[config.mk]
export PLATFORM = sky130hd
export DESIGN_NAME = cond_logic
export DESIGN_NICKNAME = d
export VERILOG_FILES = /design/src/rtl/cond_logic.sv
export SDC_FILE = /design/constraint.sdc
export NUM_CORES = 1
export LEC_CHECK = 0
export BUFFER_PORTS_ARGS = -buffer_cell sky130_fd_sc_hd__buf_2
export CORE_AREA = 2 2 39 41
export CTS_CLUSTER_SIZE = 28
export DETAILED_ROUTE_END_ITERATION = 6
export DIE_AREA = 0 0 41 43
export GPL_TIMING_DRIVEN = 0
export PLACE_DENSITY_LB_ADDON = 0.08
export SETUP_SLACK_MARGIN = 0.3
export SKIP_LAST_GASP = 1
export SLEW_MARGIN = 20
export SYNTH_ARGS = -nofsm -noshare
export SYNTH_HDL_FRONTEND = slang
export SYNTH_SLANG_ARGS = --single-unit
[constraint.sdc]
create_clock -name clk -period 1.68 [get_ports clk]
set_clock_uncertainty 0.05 [all_clocks]
set_input_delay 0.168 -clock clk [delete_from_list [all_inputs] [get_ports clk]]
set_output_delay 0.168 -clock clk [all_outputs]
set_load 0.005 [all_outputs]
[src/rtl/cond_logic.sv]
// Condition evaluation and write-enable gating for the multicycle core.
// Holds NZCV, latches CondEx once per instruction, gates PC/RF/mem enables.
module cond_logic #(
    parameter int FLAGS_W = 4
) (
    input  logic               clk,
    input  logic               reset,
    input  logic [3:0]         Cond,
    input  logic [FLAGS_W-1:0] ALUFlags,
    input  logic [1:0]         FlagW,
    input  logic               CondLatch,
    input  logic               PCS,
    input  logic               NextPC,
    input  logic               RegW,
    input  logic               MemW,
    output logic               PCWrite,
    output logic               RegWrite,
    output logic               MemWrite,
    output logic [FLAGS_W-1:0] Flags,
    output logic               CondEx
);

    logic [FLAGS_W-1:0] r_flags;
    logic               r_condex;
    logic               w_condcomb;
    logic               w_n;
    logic               w_z;
    logic               w_c;
    logic               w_v;

    assign {w_n, w_z, w_c, w_v} = r_flags;

    // Evaluated on the stored flags so a same-cycle flag write is not seen
    always_comb begin
        w_condcomb = 1'b1;
        case (Cond)
            4'b0000: w_condcomb = w_z;
            4'b0001: w_condcomb = ~w_z;
            4'b0010: w_condcomb = w_c;
            4'b0011: w_condcomb = ~w_c;
            4'b0100: w_condcomb = w_n;
            4'b0101: w_condcomb = ~w_n;
            4'b0110: w_condcomb = w_v;
            4'b0111: w_condcomb = ~w_v;
            4'b1000: w_condcomb = w_c & ~w_z;
            4'b1001: w_condcomb = ~w_c | w_z;
            4'b1010: w_condcomb = (w_n == w_v);
            4'b1011: w_condcomb = (w_n != w_v);
            4'b1100: w_condcomb = ~w_z & (w_n == w_v);
            4'b1101: w_condcomb = w_z | (w_n != w_v);
            4'b1110: w_condcomb = 1'b1;
            4'b1111: w_condcomb = 1'b1;
            default: w_condcomb = 1'b1;
        endcase
    end

    always_ff @(posedge clk) begin
        if (!reset) begin
            r_flags  <= '0;
            r_condex <= 1'b0;
        end else begin
            if (FlagW[1] & r_condex) r_flags[3:2] <= ALUFlags[3:2];
            if (FlagW[0] & r_condex) r_flags[1:0] <= ALUFlags[1:0];
            if (CondLatch)           r_condex     <= w_condcomb;
        end
    end

    assign PCWrite  = NextPC | (PCS & r_condex);
    assign RegWrite = RegW & r_condex;
    assign MemWrite = MemW & r_condex;
    assign Flags    = r_flags;
    assign CondEx   = r_condex;

endmodule

== Yosys cells after proc, flatten, opt, wreduce, memory -nomap -nowiden ==
Index checks and enable logic that the tools add are counted.

* Register bits: 5
* Input port bits: 17
* Output and inout port bits: 8
* Word-level logic and storage cells: 37

* Equal/unequal tests: 17
* Mux-type cells: 1
* Bitwise logic cells: 14
* Reduce and logical (&&, ||, !) cells: 2

{| class="wikitable"
|+ Operators by type and width
! kind !! count
|-
| $eq 4x4->1 const B || 8
|-
| $eq 4x3->1 const B || 4
|-
| $pmux 1 s15 || 1
|-
| $eq 4x2->1 const B || 2
|-
| $and 1x1->1 || 7
|-
| $eq 4x1->1 const B || 1
|-
| $logic_not 4->1 || 1
|-
| $not 1->1 || 4
|-
| $or 1x1->1 || 3
|-
| $reduce_or 2->1 || 1
|-
| $eq 1x1->1 || 1
|-
| $ne 1x1->1 || 1
|}

== Logic depth before layout (Yosys ltp) ==
Gate-level depths: netlist (run 1).

* Depth in word-level cells: 3
* Mapped depth: 5
* Mapped depth without buffers: 4

== Least setup slack after synthesis (run 1) ==
No wires, ideal clock.

* Kind: register to register
* From: register r_flags[1] (netlist: Flags[1])
* To: register r_condex (netlist: CondEx)
* Setup time: 120 ps
* Data arrival time: 1120 ps
* Required time: 1510 ps
* Slack: 390 ps
* Stages on the path, launching flop included: 5
* Path buffers: 0
* Clock period less this slack: 1290 ps
* Cells stage by stage: dfxtp_1 xor2_1 a311oi_2 o211ai_1 o31a_1

* Longest elaborated chain between the ends: 3
* Elaborated cells between the ends (all ways): 4
* Those cells by class: 1 x mux; 3 x bitwise

{| class="wikitable"
|+ Ends and longest elaborated chain
! what !! RTL line !! source
|-
| from (decl) || 23 || <nowiki>logic [FLAGS_W-1:0] r_flags;</nowiki>
|-
| from (signal assigned) || 63 || <nowiki>if (FlagW[0] & r_condex) r_flags[1:0] <= ALUFlags[1:0];</nowiki>
|-
| $not 1->1 || 40, 46 ||
|-
| $or 1x1->1 || 46 || <nowiki>4'b1001: w_condcomb = ~w_c | w_z;</nowiki>
|-
| $pmux 1 s15 * || 36 || <nowiki>case (Cond)</nowiki>
|-
| to (signal assigned) || 64 || <nowiki>if (CondLatch) r_condex <= w_condcomb;</nowiki>
|-
| to (decl) || 24 || <nowiki>logic r_condex;</nowiki>
|}

Every way passes the cells marked *; elsewhere a longest branch is shown, timed or not.
A chain may end at the register's enable or synchronous reset.

== Final worst setup path (run 1) ==
Same ends and word-level chain as after synthesis.

==> impl_metrics.py, run 1 <==
metrics = {
    "cells_and_area": {
        "area_growth_syn_to_layout_pct": 38.1,
        "diodes": 0,
        "final_util_pct": 46.6,
        "layout-drive-gt1-share_pct": 46.5,
        "finalNetCount": 104,
    },
    "global_routing": {
        "grt_busiest_layer": "met2",
        "met2_usage_pct": 22.2,
        "grt_pass1_wl_um": 1840,
        "grt_remaining_overflow": 0,
        "grt_util_met3_pct": 3.14,
        "grt_max_degree": 11,
        "met1_usage_pct": 19.7,
        "first_global_vias": 451,
        "grt_use_total_pct": 15.4,
        "antenna_found_initial": 0,
    },
    "clock_network": {
        "cts_tree": "built",
        "cts_hold_buf": 0,
        "cts_htree_levels": 1,
        "cts_root_buf": "clkbuf_4",
        "insertion_delay_ps": 240,
        "cts_made_buffers": 3,
        "clock_path_buffers": 2,
        "path_clk_slew_ps": 50,
        "cts_num_sinks": 5,
    },
    "min_path": {
        "hp-start": "ALUFlags[0]",
        "hp-class": "input port to flip-flop",
        "min_to": "Flags[0]$_SDFFE_PN0P_",
        "hold_depth": 3,
    },
    "timing": {
        "worst_pin_slew_ps": 243,
        "finalSetupViolCount": 0,
        "period_minus_slack_ps": 1310,
        "fin_crit_sh_pct": 78.3,
        "tns_ps": 0,
        "fmax_mhz": 760,
        "rsz0062_at_grt": "true",
        "slew_viol_final": 0,
        "hold_violations": 0,
        "slew-limit-headroom_pct": 83.7,
    },
    "power_and_ir_drop": {
        "power_density_nw_per_um2": 593,
        "vdd_drop_max_v": 0.000252,
        "power_leakage_nw": 0.299,
    },
    "worst_setup_path": {
        "r2r_end": "CondEx$_SDFFE_PN0P_",
        "rrSetupSlack_ps": 370,
        "setup.worst_path.end_class": "flip-flop",
        "arrival_ps": 1390,
        "crit_slowest_cell": "dfxtp_2",
        "crit_chain": "xor2_1 -> a311oi_2 -> o211ai_1 -> o31a_1",
        "critPathKind": "flip-flop to flip-flop",
        "slowest_delay_ps": 340,
        "r2r_cells": 4,
        "cp_max_fo": 5,
        "start_kind": "flip-flop",
        "reg2reg_from": "Flags[1]$_SDFFE_PN0P_",
        "critical_path_required_ps": 1750,
    },
    "detailed_routing": {
        "avgRoutedWirePerCell_um": 11.3,
        "num_vias": 529,
        "initialDrtViolationCount": 6,
        "vias_per_cell": 5.19,
        "dr.pass1.iters": 4,
        "detail-route-antenna-nets": 0,
        "drt_wl_total_um": 1150,
        "drc": 0,
    },
    "floorplanning": {
        "coreArea_sq_um": 1380,
        "die_y_um": 43,
        "io_pins": 25,
        "die_width_um": 41,
        "placementRows": 14,
        "start_util_pct": 33.7,
        "dieArea_sq_um": 1760,
    },
    "run": {
        "cap_violations": 0,
    },
    "logic_synthesis": {
        "seq_area_frac_synth_pct": 21.4,
        "postSynthNetCount": 77,
        "ys_warn_count": 0,
        "synth_area_sq_um": 467,
        "synthCells": 60,
        "synth_seq_cells": 5,
        "synthDistinctLibCells": 33,
        "avgSynthCellArea_sq_um": 7.78,
    },
    "outcome": {
        "status": "finished, final reports clean",
    },
    "placement": {
        "io_buffer_count": 21,
        "place_congestion": 0.662,
        "hpwl_um": 856,
    },
}
[metal layers]
metal  wire length (um)  share of wire, %  vias to the layer above
met3                 80               7.0                        2
met1                504                44                      240
met4                  9              0.78                        0
met5                  0                 0                        -
li1                   -                 -                      268
met2                555                48                       19
[cell families after synthesis]
| kind of cell | Yosys count | share of synthesized area, % |
|---|---|---|
| compound gates | 18 | 29.0 |
| xor+xnor | 2 | 3.75 |
| mux | 2 | 4.29 |
| buf+inv | 6 | 9.11 |
| flops | 5 | 21.4 |
| simple gates | 27 | 32.4 |
[state kept, by name, summed over array words and instances (netlist names)]
signal  count
Flags       4
CondEx      1
[what timing repair did]
action	CTS	global route
buffers inserted	0	1
gates resized for setup	3	5
hold endpoints to repair	0	0
setup endpoints to repair	4	1
gates cloned	0	0
pin swaps	0	4
[placed cells by master, fill, tap and decap left out, types with 2 or more instances in the layout]
cell type  count
nand3_1        5
mux2i_1        2
clkbuf_4       3
dfxtp_1        2
buf_4          2
and2_1         2
dfxtp_2        3
a21boi_0       4
o21ai_0        2
buf_2         21
nor2_1         4
a31oi_1        2
a21oi_1        2
buf_6          3
nand2_1        8
[Yosys cell counts (all sizes together)]
master	n	area, sq um
a21o	1	7.51
nand3b	1	7.51
dfxtp	5	100
and3	2	18.8
nor2b	1	6.26
o21ai	2	10.0
nor3b	1	7.51
a21bo	1	10.0
o22ai	1	6.26
xnor2	1	8.76
buf	3	30.0
nor2	4	15.0
or2b	1	8.76
o31ai	1	7.51
mux2i	2	20.0
nor4b	1	15.0
nand2	8	30.0
o211ai	1	7.51
o31a	1	8.76
o211a	1	10.0
clkbuf	2	8.75
a21oi	2	10.0
a311oi	1	15.0
inv	1	3.75
xor2	1	8.76
and2	2	12.5
a21boi	4	30.0
nand3	5	25.0
nor3	1	5.00
a31oi	2	12.5
[how the worst max path moves through the flow]
stage | start | endpoint | slack, ps | cells after the start
6_report | Flags[1]$_SDFFE_PN0P_ | CondEx$_SDFFE_PN0P_ | 370 | 4
3_5_place_dp | Flags[3]$_SDFFE_PN0P_ | CondEx$_SDFFE_PN0P_ | 300 | 5
4_1_cts | Flags[1]$_SDFFE_PN0P_ | CondEx$_SDFFE_PN0P_ | 310 | 4
5_1_grt | Flags[3]$_SDFFE_PN0P_ | CondEx$_SDFFE_PN0P_ | 300 | 5
2_1_floorplan | Flags[1]$_SDFFE_PN0P_ | CondEx$_SDFFE_PN0P_ | 390 | 4
3_3_place_gp | Flags[1]$_SDFFE_PN0P_ | CondEx$_SDFFE_PN0P_ | 310 | 4
[stage by stage]
step	total power (W)	hold WS, ps	cell area, sq um	setup WS (ps)	std cells
CTS	0.000386	127	629	307	101
floorplan	0.000197	272	467	390	60
detailed placement	0.000236	389	592	305	97
global route	0.000416	142	644	298	102
global placement	0.000235	387	592	314	97
finish	0.000382	130	644	365	102
[power breakdown]
part | internal, W | total [W] | switching, W
logic | 0.0000573 | 0.000107 | 0.0000494
registers | 0.000125 | 0.000132 | 0.00000637
clock network | 0.0000901 | 0.000144 | 0.0000538
total | 0.000273 | 0.000382 | 0.000110
[layout make-up]
cell class              instances  area, sq um
flip-flops and latches          5          104
repair buffers                 22          113
multi-input cells              49          332
inverters                       1         3.75
well taps                      16         20.0
plain buffers                   5         46.3
clock buffers                   4         26.3
fillers                       143          739
[worst max-delay path: cells and delay by family (launching register included)]
family	cells	cell delay (ps)
flops	1	340
xor+xnor	1	170
compound gates	3	630
Power figures use the tool's default switching activity.
==> inputs of run 2 (changes only) <==
==> constraint.sdc (replaced) <==
create_clock -name clk -period 1.19 [get_ports clk]
set_clock_uncertainty 0.05 [all_clocks]
set_input_delay 0.119 -clock clk [delete_from_list [all_inputs] [get_ports clk]]
set_output_delay 0.119 -clock clk [all_outputs]
set_load 0.005 [all_outputs]
==> run 2 against run 1 <==
  * The run now ends with negative setup slack left
  * Non-clock buffer count did not move
  * Final cell count stayed put
  * Die area did not move
  * Via count grew 1.9%
  * Sequential power rose by 39%
  * Critical path depth stayed put
  * Clock power grew 36%
  * Critical path type unchanged
  * Critical endpoint unchanged
  * Highest routed layer unchanged
==> impl_metrics.py, run 2 (synthesis results as in run 1) <==
metrics = {
    "worst_setup_path": {
        "r2r_end": "CondEx$_SDFFE_PN0P_",
        "crit_slowest_cell": "dfxtp_4",
        "critical_path_required_ps": 1260,
        "arrival_ps": 1350,
        "critPathKind": "flip-flop to flip-flop",
        "reg2reg_from": "Flags[2]$_SDFFE_PN0P_",
        "slowest_delay_ps": 360,
        "crit_chain": "nor4b_2 -> nor2_1 -> o211a_1 -> o31a_1",
        "start_kind": "flip-flop",
        "rrSetupSlack_ps": -80,
        "setup.worst_path.end_class": "flip-flop",
        "r2r_cells": 4,
        "cp_max_fo": 6,
    },
    "clock_network": {
        "cts_made_buffers": 3,
        "cts_htree_levels": 1,
        "clock_path_buffers": 2,
        "cts_tree": "built",
        "cts_root_buf": "clkbuf_4",
        "cts_num_sinks": 5,
        "insertion_delay_ps": 240,
        "path_clk_slew_ps": 50,
    },
    "floorplanning": {
        "die_y_um": 43,
        "coreArea_sq_um": 1380,
        "io_pins": 25,
        "placementRows": 14,
        "dieArea_sq_um": 1760,
        "start_util_pct": 33.7,
        "die_width_um": 41,
    },
    "timing": {
        "period_minus_slack_ps": 1270,
        "finalSetupViolCount": 1,
        "fin_crit_sh_pct": 107,
        "worst_pin_slew_ps": 241,
        "rsz0062_at_grt": "true",
        "fmax_mhz": 786,
        "setup_ws_ps": -82.7,
        "slew_viol_final": 0,
        "hold_violations": 0,
        "slew-limit-headroom_pct": 83.8,
    },
    "run": {
        "cap_violations": 0,
    },
    "min_path": {
        "min_to": "Flags[0]$_SDFFE_PN0P_",
        "hp-class": "input port to flip-flop",
        "hp-start": "ALUFlags[0]",
        "hold_depth": 3,
    },
    "detailed_routing": {
        "drc": 0,
        "num_vias": 539,
        "initialDrtViolationCount": 4,
        "dr.pass1.iters": 5,
        "detail-route-antenna-nets": 0,
        "drt_wl_total_um": 1120,
        "avgRoutedWirePerCell_um": 11.0,
        "vias_per_cell": 5.28,
    },
    "cells_and_area": {
        "stdcell_area_sq_um": 668,
        "largest_reg_flops": 4,
        "final_util_pct": 48.3,
        "multi_input_area_sq_um": 332,
        "diodes": 0,
        "finalNetCount": 104,
        "area_growth_syn_to_layout_pct": 43.2,
        "final_cells": 102,
        "seq_area_sq_um": 110,
        "layout_common_cells": "buf_2, nand2_1, nand3_1",
        "layout-drive-gt1-share_pct": 47.7,
        "fillers": 136,
        "layout_commonest_cell": "buf_2",
    },
    "global_routing": {
        "grt_use_total_pct": 16.2,
        "first_global_vias": 474,
        "antenna_found_initial": 0,
        "grt_max_degree": 11,
        "grt_pass1_wl_um": 1970,
        "grt_remaining_overflow": 0,
    },
    "placement": {
        "dpl_cell_area_sq_um": 613,
        "io_buffer_count": 21,
        "place_congestion": 0.687,
        "dpl.cell_count": 97,
        "hpwl_um": 835,
    },
    "outcome": {
        "status": "complete, but fails checks",
        "violations": "negative setup slack",
    },
    "power_and_ir_drop": {
        "vdd_drop_max_v": 0.000491,
        "power_density_nw_per_um2": 809,
        "finalPower_w": 0.000541,
        "power_leakage_nw": 0.306,
    },
}
==> run 2: cell count changes in the layout (fill, tap and decap cells not counted), sizes merged <==
cell,previous run,this run
buf,26,25
clkbuf,5,6
==> run 2: routing by layer <==
layer / vias to the layer above / routed length (um) / GRT usage (%)
met4: 0 / 8 / 8.00
met3: 2 / 73 / 5.24
li1: 271 / - / -
met1: 247 / 496 / 18.6
met5: - / 0 / 0
met2: 19 / 542 / 25.3
==> run 2: power by group <==
part	internal, W	switching (W)
Combinational	0.0000899	0.0000699
Sequential	0.000174	0.0000103
Clock	0.000127	0.0000695
==> run 2: critical path, delay by kind of cell (launching register included) <==
family / cells / cell delay, ps
flops: 1 / 360
simple gates: 2 / 320
compound gates: 2 / 420
==> run 2: worst max-delay path by stage <==
| stage | from | end |
|---|---|---|
| 2_1_floorplan | Flags[3]$_SDFFE_PN0P_ | CondEx$_SDFFE_PN0P_ |
| 3_3_place_gp | Flags[2]$_SDFFE_PN0P_ | CondEx$_SDFFE_PN0P_ |
| 3_5_place_dp | Flags[2]$_SDFFE_PN0P_ | CondEx$_SDFFE_PN0P_ |
| 4_1_cts | Flags[3]$_SDFFE_PN0P_ | CondEx$_SDFFE_PN0P_ |
| 5_1_grt | Flags[3]$_SDFFE_PN0P_ | CondEx$_SDFFE_PN0P_ |
| 6_report | Flags[2]$_SDFFE_PN0P_ | CondEx$_SDFFE_PN0P_ |
==> run 2: per-stage QoR <==
stage | TNS, ps | setup slack [ps] | hold slack [ps]
after floorplan | -24.3 | -24.3 | 215
after global placement | -99.2 | -99.2 | 336
after detailed placement | -100 | -100 | 338
after CTS | -86.9 | -86.9 | 63.3
after global routing | -134 | -134 | 74.3
final | -82.7 | -82.7 | 71.9
==> run 2: repair_timing <==
item	4_1_cts	5_1_grt
hold buffers	0	0
pin swaps	0	3
setup buffers	1	0
resized for setup	10	0
endpoints found under the setup margin	11	12
==> run 2: cell type report <==
class | instances | share of cell area (%)
buffer | 5 | 8.61
clock buffer | 4 | 3.93
inverter | 1 | 0.562
multi-input combinational | 49 | 49.6
sequential | 5 | 16.5
tap | 16 | 3.00
timing repair buffer | 22 | 17.8
==> inputs of run 3 (changes only) <==
--- a/config.mk
+++ b/config.mk
@@ -7,6 +7,7 @@
 export LEC_CHECK = 0
 export BUFFER_PORTS_ARGS = -buffer_cell sky130_fd_sc_hd__buf_2
 export CORE_AREA = 2 2 39 41
+export CTS_CLUSTER_DIAMETER = 150
 export CTS_CLUSTER_SIZE = 28
 export DETAILED_ROUTE_END_ITERATION = 6
 export DIE_AREA = 0 0 41 43
==> constraint.sdc (replaced) <==
create_clock -name clk -period 1.4 [get_ports clk]
set_clock_uncertainty 0.05 [all_clocks]
set_input_delay 0.14 -clock clk [delete_from_list [all_inputs] [get_ports clk]]
set_output_delay 0.14 -clock clk [all_outputs]
set_load 0.005 [all_outputs]
==> run 3 against run 2 <==
  * The run now ends clean
  * Routed wire length grew 3.1%
  * Flip-flop and latch count did not move
  * Register-to-register slack gained 220 ps
  * Cell area increased by 0.19%
  * Critical path type unchanged
  * Final cell count did not move
  * Maximum frequency is 0.76% higher
  * Clock power down 15%
  * Combinational power decreased by 14%
  * Clock-buffer cell count unchanged
==> impl_metrics.py, run 3 (synthesis results as in run 1) <==
metrics = {
    "placement": {
        "hpwl_um": 859,
        "place_congestion": 0.667,
        "io_buffer_count": 21,
        "dpl_cell_area_sq_um": 612,
    },
    "timing": {
        "finalSetupViolCount": 0,
        "hold_violations": 0,
        "slew_viol_final": 0,
        "slew-limit-headroom_pct": 84.0,
        "worst_pin_slew_ps": 239,
        "fin_crit_sh_pct": 90.2,
        "rsz0062_at_grt": "true",
        "fmax_mhz": 792,
        "period_minus_slack_ps": 1260,
        "tns_ps": 0,
    },
    "floorplanning": {
        "placementRows": 14,
        "start_util_pct": 33.7,
        "coreArea_sq_um": 1380,
        "die_width_um": 41,
        "dieArea_sq_um": 1760,
        "io_pins": 25,
        "die_y_um": 43,
    },
    "power_and_ir_drop": {
        "vdd_drop_max_v": 0.000504,
        "power_density_nw_per_um2": 695,
        "power_leakage_nw": 0.306,
    },
    "min_path": {
        "hp-class": "input port to flip-flop",
        "hold_depth": 3,
    },
    "worst_setup_path": {
        "setup.worst_path.end_class": "flip-flop",
        "start_kind": "flip-flop",
        "critical_path_required_ps": 1480,
        "cp_max_fo": 7,
        "slowest_delay_ps": 320,
        "r2r_cells": 5,
        "crit_chain": "buf_8 -> nand3b_1 -> a21oi_1 -> o211a_1 -> o31a_1",
        "critPathKind": "flip-flop to flip-flop",
        "arrival_ps": 1340,
        "rrSetupSlack_ps": 140,
        "crit_slowest_cell": "dfxtp_2",
    },
    "clock_network": {
        "insertion_delay_ps": 240,
        "path_clk_slew_ps": 40,
        "cts_root_buf": "clkbuf_4",
        "cts_htree_levels": 1,
        "cts_tree": "built",
        "clock_path_buffers": 2,
        "cts_made_buffers": 3,
        "cts_hold_buf": 0,
        "cts_num_sinks": 5,
    },
    "detailed_routing": {
        "dr.pass1.iters": 4,
        "drt_wl_total_um": 1160,
        "detail-route-antenna-nets": 0,
        "initialDrtViolationCount": 13,
        "drc": 0,
        "avgRoutedWirePerCell_um": 11.3,
        "num_vias": 528,
        "vias_per_cell": 5.18,
    },
    "cells_and_area": {
        "layout-drive-gt1-share_pct": 47.7,
        "layout_common_cells": "buf_2, nand2_1, nand3_1",
        "layout_commonest_cell": "buf_2",
        "area_growth_syn_to_layout_pct": 43.4,
        "finalNetCount": 104,
        "stdcell_area_sq_um": 669,
        "diodes": 0,
        "largest_reg_flops": 4,
    },
    "global_routing": {
        "grt_use_total_pct": 15.4,
        "grt_max_degree": 11,
        "antenna_found_initial": 0,
        "first_global_vias": 471,
        "grt_pass1_wl_um": 1880,
        "grt_remaining_overflow": 0,
    },
    "outcome": {
        "status": "finished, final reports clean",
    },
    "run": {
        "cap_violations": 0,
    },
}
## run 3: cell count changes in the layout (fill, tap and decap cells not counted)
cell	previous run	this run
a21boi_0	0	2
buf_2	20	21
xnor2_4	0	1
dfxtp_4	2	0
clkbuf_8	2	1
buf_8	0	1
buf_6	3	2
a21boi_1	4	2
xnor2_2	1	0
dfxtp_2	2	4
## run 3: timing repair
| action | CTS | global route |
|---|---|---|
| pin swaps | 0 | 0 |
| resized for setup | 4 | 4 |
| endpoints found under the setup margin | 4 | 6 |
| setup buffers | 1 | 0 |
## run 3: stage by stage
step	std cells	setup slack, ps	hold slack (ps)	utilization [%]	power [W]
floorplan	60	186	236	-	0.000241
global placement	97	112	359	44.2	0.000287
detailed placement	97	119	357	44.2	0.000287
CTS	102	115	96.0	47.5	0.000471
global route	102	96.3	118	48.4	0.000498
finish	102	137	90.8	48.4	0.000465
## run 3: routing by layer
metal  wire length, um  vias to the layer above  track usage, %  part of all wire, %
met5                 0                        -               0                    0
met3                49                        2            1.57                  4.2
met4                 6                        0            10.0                 0.52
met1               494                      240            19.9                   43
met2               605                       14            23.1                   52
li1                  -                      272               -                    -
## run 3: cell type report
cell class	instances	area, sq um
inverter	1	3.75
fill	157	714
tap	16	20.0
clock buffer	4	26.3
buffer	5	58.8
multi-input combinational	49	343
sequential	5	105
timing repair buffer	22	113
## run 3: final timing paths
check | startpoint | to
setup reg to reg | Flags[3]$_SDFFE_PN0P_ | CondEx$_SDFFE_PN0P_
hold reg to reg | Flags[1]$_SDFFE_PN0P_ | Flags[1]$_SDFFE_PN0P_
setup / recovery | Flags[3]$_SDFFE_PN0P_ | CondEx$_SDFFE_PN0P_
hold / removal | ALUFlags[3] | Flags[3]$_SDFFE_PN0P_
## run 3: power by group
| group | total (W) | switching, W | internal, W |
|---|---|---|---|
| logic | 0.000138 | 0.0000605 | 0.0000777 |
| clock network | 0.000167 | 0.0000594 | 0.000108 |
| registers | 0.000160 | 0.00000912 | 0.000151 |
| total | 0.000465 | 0.000129 | 0.000336 |
## run 3: critical path, delay by kind of cell (launching register included)
kind,cells,cell delay [ps]
compound gates,3,580
flops,1,320
simple gates,1,70
buf+inv,1,130
